<file path="src/rtl/scan_mux_pkg.sv">
// Shared definitions for the scan multiplexer: the width helper and the
// encoding of the auto/manual mode input.
package mux_pkg;

    localparam logic MODE_MANUAL = 1'b0;
    localparam logic MODE_AUTO   = 1'b1;

    // Number of bits needed to index 'value' distinct items (0 for value <= 1).
    function automatic int clog2(input int value);
        int bits;
        bits = 0;
        for (int p = 1; p < value; p = p * 2) begin
            bits = bits + 1;
        end
        return bits;
    endfunction

endpackage

</file>
<file path="src/rtl/scan_mux_next_enabled.sv">
// Finds the first enabled channel strictly after the current one, wrapping
// cyclically; the current channel itself is the last candidate considered.
module next_enabled
    import mux_pkg::*;
#(
    parameter int CHANNELS = 4,
    parameter int SEL_W    = 2
) (
    input  logic [CHANNELS-1:0] mask,
    input  logic [SEL_W-1:0]    cur,
    output logic [SEL_W-1:0]    next_idx,
    output logic                found
);

    logic [CHANNELS-1:0] rot_s;
    int                  offset_s;

    // Rotate the mask so bit 0 is the channel after cur, then priority-encode.
    always_comb begin
        rot_s    = '0;
        offset_s = CHANNELS - 1;
        for (int k = 0; k < CHANNELS; k++) begin
            rot_s[k] = mask[(int'(cur) + k + 1) % CHANNELS];
        end
        for (int k = CHANNELS - 1; k >= 0; k--) begin
            if (rot_s[k]) begin
                offset_s = k;
            end else begin
                offset_s = offset_s;
            end
        end
        next_idx = SEL_W'((int'(cur) + offset_s + 1) % CHANNELS);
        found    = |mask;
    end

endmodule

</file>
<file path="src/rtl/scan_mux.sv">
// Registered N-channel multiplexer with manual select or dwell-timed
// auto-scan over a channel mask; pulses 'switched' on every channel change.
module scan_mux
    import mux_pkg::*;
#(
    parameter  int WIDTH    = 1,
    parameter  int CHANNELS = 4,
    parameter  int DWELL    = 50000000,
    localparam int SEL_W    = clog2(CHANNELS)
) (
    input  logic                      clk,
    input  logic                      resetn,
    input  logic [CHANNELS*WIDTH-1:0] data_in,
    input  logic [SEL_W-1:0]          sel,
    input  logic                      auto,
    input  logic [CHANNELS-1:0]       en_mask,
    output logic [WIDTH-1:0]          data_out,
    output logic [SEL_W-1:0]          cur_sel,
    output logic                      switched
);

    localparam int              CNT_W    = (clog2(DWELL) < 1) ? 1 : clog2(DWELL);
    localparam logic [CNT_W-1:0] CNT_LAST = CNT_W'(DWELL - 1);

    logic [CNT_W-1:0] cnt_r;
    logic [CNT_W-1:0] cnt_nxt_s;
    logic [SEL_W-1:0] nxt_sel_s;
    logic [SEL_W-1:0] scan_sel_s;
    logic             found_s;
    logic [WIDTH-1:0] sel_data_s;

    next_enabled #(
        .CHANNELS (CHANNELS),
        .SEL_W    (SEL_W)
    ) u_next_enabled (
        .mask     (en_mask),
        .cur      (cur_sel),
        .next_idx (scan_sel_s),
        .found    (found_s)
    );

    // Next select and dwell count; an empty mask freezes the scan entirely.
    always_comb begin
        nxt_sel_s = cur_sel;
        cnt_nxt_s = '0;
        case (auto)
            MODE_MANUAL: begin
                if (int'(sel) < CHANNELS) begin
                    nxt_sel_s = sel;
                end else begin
                    nxt_sel_s = cur_sel;
                end
            end
            MODE_AUTO: begin
                if (!found_s) begin
                    nxt_sel_s = cur_sel;
                    cnt_nxt_s = '0;
                end else if (cnt_r == CNT_LAST) begin
                    nxt_sel_s = scan_sel_s;
                    cnt_nxt_s = '0;
                end else begin
                    nxt_sel_s = cur_sel;
                    cnt_nxt_s = cnt_r + CNT_W'(1);
                end
            end
            default: begin
                nxt_sel_s = cur_sel;
                cnt_nxt_s = '0;
            end
        endcase
    end

    // Data of the channel about to be selected.
    always_comb begin
        sel_data_s = data_in[int'(nxt_sel_s)*WIDTH +: WIDTH];
    end

    // Dwell counter, select and output registers.
    always_ff @(posedge clk or negedge resetn) begin
        if (!resetn) begin
            cnt_r    <= '0;
            cur_sel  <= '0;
            data_out <= '0;
            switched <= 1'b0;
        end else begin
            cnt_r    <= cnt_nxt_s;
            cur_sel  <= nxt_sel_s;
            data_out <= sel_data_s;
            switched <= (nxt_sel_s != cur_sel);
        end
    end

endmodule

</file>
<file path="config.mk">
export PLATFORM = sky130hd
export DESIGN_NAME = scan_mux
export DESIGN_NICKNAME = d
export VERILOG_FILES = /design/src/rtl/scan_mux_pkg.sv /design/src/rtl/scan_mux_next_enabled.sv /design/src/rtl/scan_mux.sv
export SDC_FILE = /design/constraint.sdc
export NUM_CORES = 1
export LEC_CHECK = 0
export ABC_AREA = 1
export CORE_ASPECT_RATIO = 0.75
export CORE_MARGIN = 2
export CORE_UTILIZATION = 50
export DETAILED_ROUTE_END_ITERATION = 8
export PLACE_DENSITY = 0.7
export SETUP_SLACK_MARGIN = 0.1
export SLEW_MARGIN = 30
export SYNTH_ARGS = -nofsm -noshare
export SYNTH_HDL_FRONTEND = slang
export SYNTH_SLANG_ARGS = --single-unit
</file>
<file path="constraint.sdc">
create_clock -name clk -period 3.2 [get_ports clk]
set_input_delay 0.64 -clock clk [delete_from_list [all_inputs] [get_ports clk]]
set_output_delay 0.64 -clock clk [all_outputs]
set_load 0.02 [all_outputs]
</file>
# Yosys cells after proc, flatten, opt, wreduce, memory -nomap -nowiden
# Cells that the tools add are included.
# word_totals
register_bits	30
out_inout_bits	4
# op_classes
reduce_logical	4
eq_ne	2
bitwise	4
shifts	1
n_lt_le_gt_ge	3
add_sub_neg	7
muxes	18
# op_table
cell	n
2-to-1 mux 26 bit	3
adder 32 x 2 -> 32 bit (second input constant)	2
adder 26 x 1 -> 26 bit (second input constant)	1
equality test 26 bit (second input constant)	1
< comparator 3 x 4 -> 1 bit (second input constant)	3
2-to-1 mux 2 bit	4
2-to-1 mux 1 bit	7
binary-select mux 1 bit (select 2 bit)	3
OR reduction 2 bit	3
one-hot mux 2 bit (2 select lines)	1
OR reduction 4 bit	1
variable part select 4 x 3 -> 1 bit	1
adder 2 x 1 -> 3 bit (second input constant)	1
adder 2 x 2 -> 3 bit (second input constant)	1
adder 2 bit	1
adder 2 bit (second input constant)	1
bitwise AND 1 bit	2
!= test 2 bit	1
bitwise AND 1 bit (first input constant)	1
inverter 1 bit	1

# Logic depth before layout (Yosys ltp)
# depth
word_depth	16
mapped_depth	19
depth_no_buf	18

# Hierarchy
# From an unflattened synthesis, not the netlist that was laid out.
# unflattened
cells_unflattened	299
hier_area_um2	2107.0
# by_module_without_submodules
mod	instances	area_per_inst_um2	cells_per_inst	seq_area_each_um2
scan_mux	1	1905.6	257	750.7
next_enabled	1	201.4	42	0.0

# Worst setup path before layout
# OpenSTA, ideal clock, no wires.
# synth_path
kind	flip-flop to flip-flop
start	register cur_sel[0]
end	register switched
synth_period_minus_slack_ns	1.933
setup_ns	0.131
stages_incl_launch_ff	16
t_arrival_ns	1.803
n_path_buf	1
path_slack_ns	1.267
cell_sequence	dfrtp_1 buf_4 inv_2 nand2_1 nand2_1 nand2_1 nand2_1 a21oi_1 a21oi_1 ha_1 nand4_1 nand3_2 nand2_4 nand2_1 nand2_1 nand3_1
# synth_via
elab_chain_cells	14
elab_cells_between_ends	22
classes_between	6 x add/sub; 1 x eq/ne; 15 x mux
# synth_lines
item	line	source
start: declaration	scan_mux.sv:18	output logic [SEL_W-1:0] cur_sel,
start signal: assignment	scan_mux.sv:87	cur_sel <= nxt_sel_s;
adder 2 x 2 -> 3 bit	scan_mux_next_enabled.sv:23	rot_s[k] = mask[(int'(cur) + k + 1) % CHANNELS];
adder 32 x 2 -> 32 bit	scan_mux_next_enabled.sv:23	
binary-select mux 1 bit (select 2 bit)	scan_mux_next_enabled.sv:23	
2-to-1 mux 1 bit (implied by the code) (2 in a row)	scan_mux_next_enabled.sv:23	
2-to-1 mux 1 bit	scan_mux_next_enabled.sv:26	if (rot_s[k]) begin
2-to-1 mux 2 bit (2 in a row)	scan_mux_next_enabled.sv:26	
adder 2 bit (2 in a row)	scan_mux_next_enabled.sv:32	next_idx = SEL_W'((int'(cur) + offset_s + 1) % CHANNELS);
2-to-1 mux 2 bit	scan_mux.sv:58	end else if (cnt_r == CNT_LAST) begin
2-to-1 mux 2 bit (*)	scan_mux.sv:55	if (!found_s) begin
one-hot mux 2 bit (2 select lines) (*)	scan_mux.sv:46	case (auto)
net nxt_sel_s[0]	scan_mux.sv:27	logic [SEL_W-1:0] nxt_sel_s;
!= test 2 bit (*)	scan_mux.sv:89	switched <= (nxt_sel_s != cur_sel);
end signal: assignment	scan_mux.sv:89	
end: declaration	scan_mux.sv:19	output logic switched
# The timed path passes the listed nets; every way through them passes the cells marked *. The select of a mux whose other input is x is not followed.

# Final worst setup path
# layout_path
start	input auto
end	register cnt_r[10]
# layout_via
elab_chain_cells	1
# layout_lines
item	line	source
start: declaration	scan_mux.sv:15	input logic auto,
2-to-1 mux 26 bit	scan_mux.sv:46	
net cnt_nxt_s[10]	scan_mux.sv:26	logic [CNT_W-1:0] cnt_nxt_s;
end signal: assignment	scan_mux.sv:86	cnt_r <= cnt_nxt_s;
end: declaration	scan_mux.sv:25	logic [CNT_W-1:0] cnt_r;
# The timed path passes the listed nets, and every way through them passes these cells.

==> results.md <==
- Status: completed
- Post-Syn Area: 0.00206 mm^2
- CP delay by family, top: buffers and inverters
- Main synth FF type: dfrtp_1
- VDD IR-drop max: 0.000345 V
- Clock Pin Slew Worst Setup and Hold Paths: 0.07 ns
- Placer Congestion: 0.926
- Internal power: 669 uW
- Mean post-synth cell area: 6.90 um^2
- Share of post-route cells with drive strength above 1: 9.35%
- Fill cells: 393
- Final ANT Viol Nets: 0
- Worst Path Arrival: 2.56 ns
- Pwr Total: 885 uW
- Worst slew pin tran: 0.578 ns
- Fin. Hold Viols: 0
- Area Growth Syn to Fin: 15.8%
- Final Setup Violations: 0
- Final #Nets: 335
- First-pass GRT wire length: 8.29 mm
- DIE HEIGHT: 59.6 um
- Worst path cell trace: clkdlybuf4s50_1 > clkinv_1 > nor2_1 > nand2_1 > inv_1 > o21ai_0 > a21oi_1
- Setup bufs post-CTS: 0
- Clk sinks: 30
- Power per Cell Area: 371 mW/mm^2
- Sw Share: 24.4%
- Worst-path maximum fanout: 16
- Die ar.: 0.00466 mm^2
- # rows: 20
- Placed cell area: 0.00228 mm^2
- Total Routed Length: 4.80 mm
- WL/cell: 12.8 um
- Drt drc: 0
- Core Footprint: 0.00400 mm^2
- Post-Place Worst Slack: 0.564 ns
- CTS tree: done
- Largest net degree at the start of global routing: 31
- Yosys reg bits: 30
- Io pins: 17
- Grt total ovfl: 0
- CTS buffer count: 5
- Fmax: 426 MHz
- Reg2reg setup slack: 1.02 ns
- Most frequent cell after synthesis: nand2_1
- Post-synth ARST share: 100%
- Post-synthesis sequential area ratio: 36.4%
- Static leakage: 0.00115 uW
- Tightest Hold Check Type: reg2reg
- YS warnings: 0
- Clk Latency, worst-skew pair: 0.28 ns
- First-iteration detailed-routing DRC count: 165
- Routed vias/inst: 5.19
- Met3 global-route usage: 4.57%
- Sequential Power Share: 45.1%
- Busiest grt layer: met1
- CP peak stage delay: 0.55 ns
- Yosys top cell area share: 36.4%
- Crit end category: flop
- Area leader, netlist: dfrtp_1
- Util after Layout: 59.6%
- Synth top cells by count: nand2_1, inv_1, nor2_1, dfrtp_1, nor3_1
- Fin area: 0.00239 mm^2
- Crit Path Class: in2reg
- Worst Skew: 0.00764 ns
- Syn Nets: 314
- Clk buf depth: 2
- Antenna violations before repair: 0
- # Max-Cap Violations: 0
- Comb pwr share: 13.0%
- Req. time, crit path: 3.41 ns
- CTS Root Buffer Type: clkbuf_8
- Post-synth cell types: 33
- Min Clock Period, post-route: 2.35 ns
- Pre-antenna DRT Iters: 5
- Routing usage on met1: 38.6%
- Psw: 216 uW
- Final worst setup slack: 0.853 ns
- Slew Limit Fails: 0
- Resize count post-CTS: 0
- CTS H-tree depth: 2
- Synth Instances: 299
- # hold bufs at CTS: 0
- Setup TNS: 0 ns
- Fin crit share: 73.3%
- Die W: 78.2 um
- CP max stage cell: clkdlybuf4s50_1
- Global-route usage over all layers: 23.2%
- Vias: 1951
- IO Port Bufs: 16
- Worst setup SP type: input port
- Initial core utilization: 51.5%
- Worst slew margin: 61.3%
- CP bufs+invs: 3
- Detailed Place HPWL: 3.82 mm
- EDFF count, synth: 0
- Clock Power Share: 42.0%
- Number of global-route vias before repair: 1737
- RSZ-0062 raised after global routing: no
- GRT met2 Usage: 29.6%
- Dominant cells by area after synthesis: dfrtp_1, nand2_1, inv_1
- N_diodes: 0
[sequential cells by signal, summed over array words and instances (netlist names)]
register  cells
cur_sel       2
data_out      1
cnt_r        26
switched      1
[per-stage QoR]
step	hold WS, ns	cells
final	0.496	376
after global routing	0.544	376
after CTS	0.506	376
after detailed placement	0.497	368
after global placement	0.487	368
after floorplan	0.344	299
[area by class of cell]
cell class / count / area, um^2 / area share (%)
multi-input cells: 222 / 1130 / 47.3
flip-flops and latches: 30 / 751 / 31.4
inverters: 44 / 165 / 6.92
well taps: 55 / 68.8 / 2.88
clock inverters: 1 / 30.0 / 1.26
clock buffers: 7 / 76.3 / 3.20
repair buffers: 17 / 168 / 7.02
[final timing paths]
path	from	endpoint	cells after the start
max reg2reg	cnt_r[0]	cnt_r[10]	10
min in group asynchronous	resetn	cnt_r[11]	2
max in group asynchronous	resetn	cnt_r[16]	2
min	cnt_r[0]	cnt_r[0]	1
min reg2reg	cnt_r[0]	cnt_r[0]	1
max	auto	cnt_r[10]	7
[logic make-up after synthesis]
family          synth area share [%]
compound gates                  4.91
fa+ha+maj                       1.21
buf+inv                         8.86
simple gates                    46.5
xor+xnor                        2.12
flops                           36.4
[placed cells by master, fill, tap and decap left out, drive strengths merged, types with 2 or more instances in the layout]
cell,count
nand3,23
clkbuf,7
nand4,9
nor4,7
clkdlybuf4s50,16
nand2,92
or2,3
xnor2,3
nor3,24
o211ai,2
ha,2
xor2,2
clkinv,2
inv,42
dfrtp,30
a21oi,10
o21ai,4
nor2,37
[power by group through the flow]
| stage | registers [uW] | logic (uW) | clock network, uW |
|---|---|---|---|
| global placement | 405 | 115 | 0 |
| CTS | 399 | 116 | 376 |
| floorplan | 409 | 64.4 | 0 |
| detailed placement | 406 | 115 | 0 |
| global route | 400 | 131 | 398 |
| finish | 399 | 115 | 371 |
[layer usage]
| metal | vias up | part of all wire, % |
|---|---|---|
| met4 | 0 | 0.83 |
| li1 | 1009 | - |
| met1 | 886 | 55 |
| met5 | - | 0 |
| met3 | 5 | 6.1 |
| met2 | 51 | 38 |
Power figures use the tool's default switching activity.
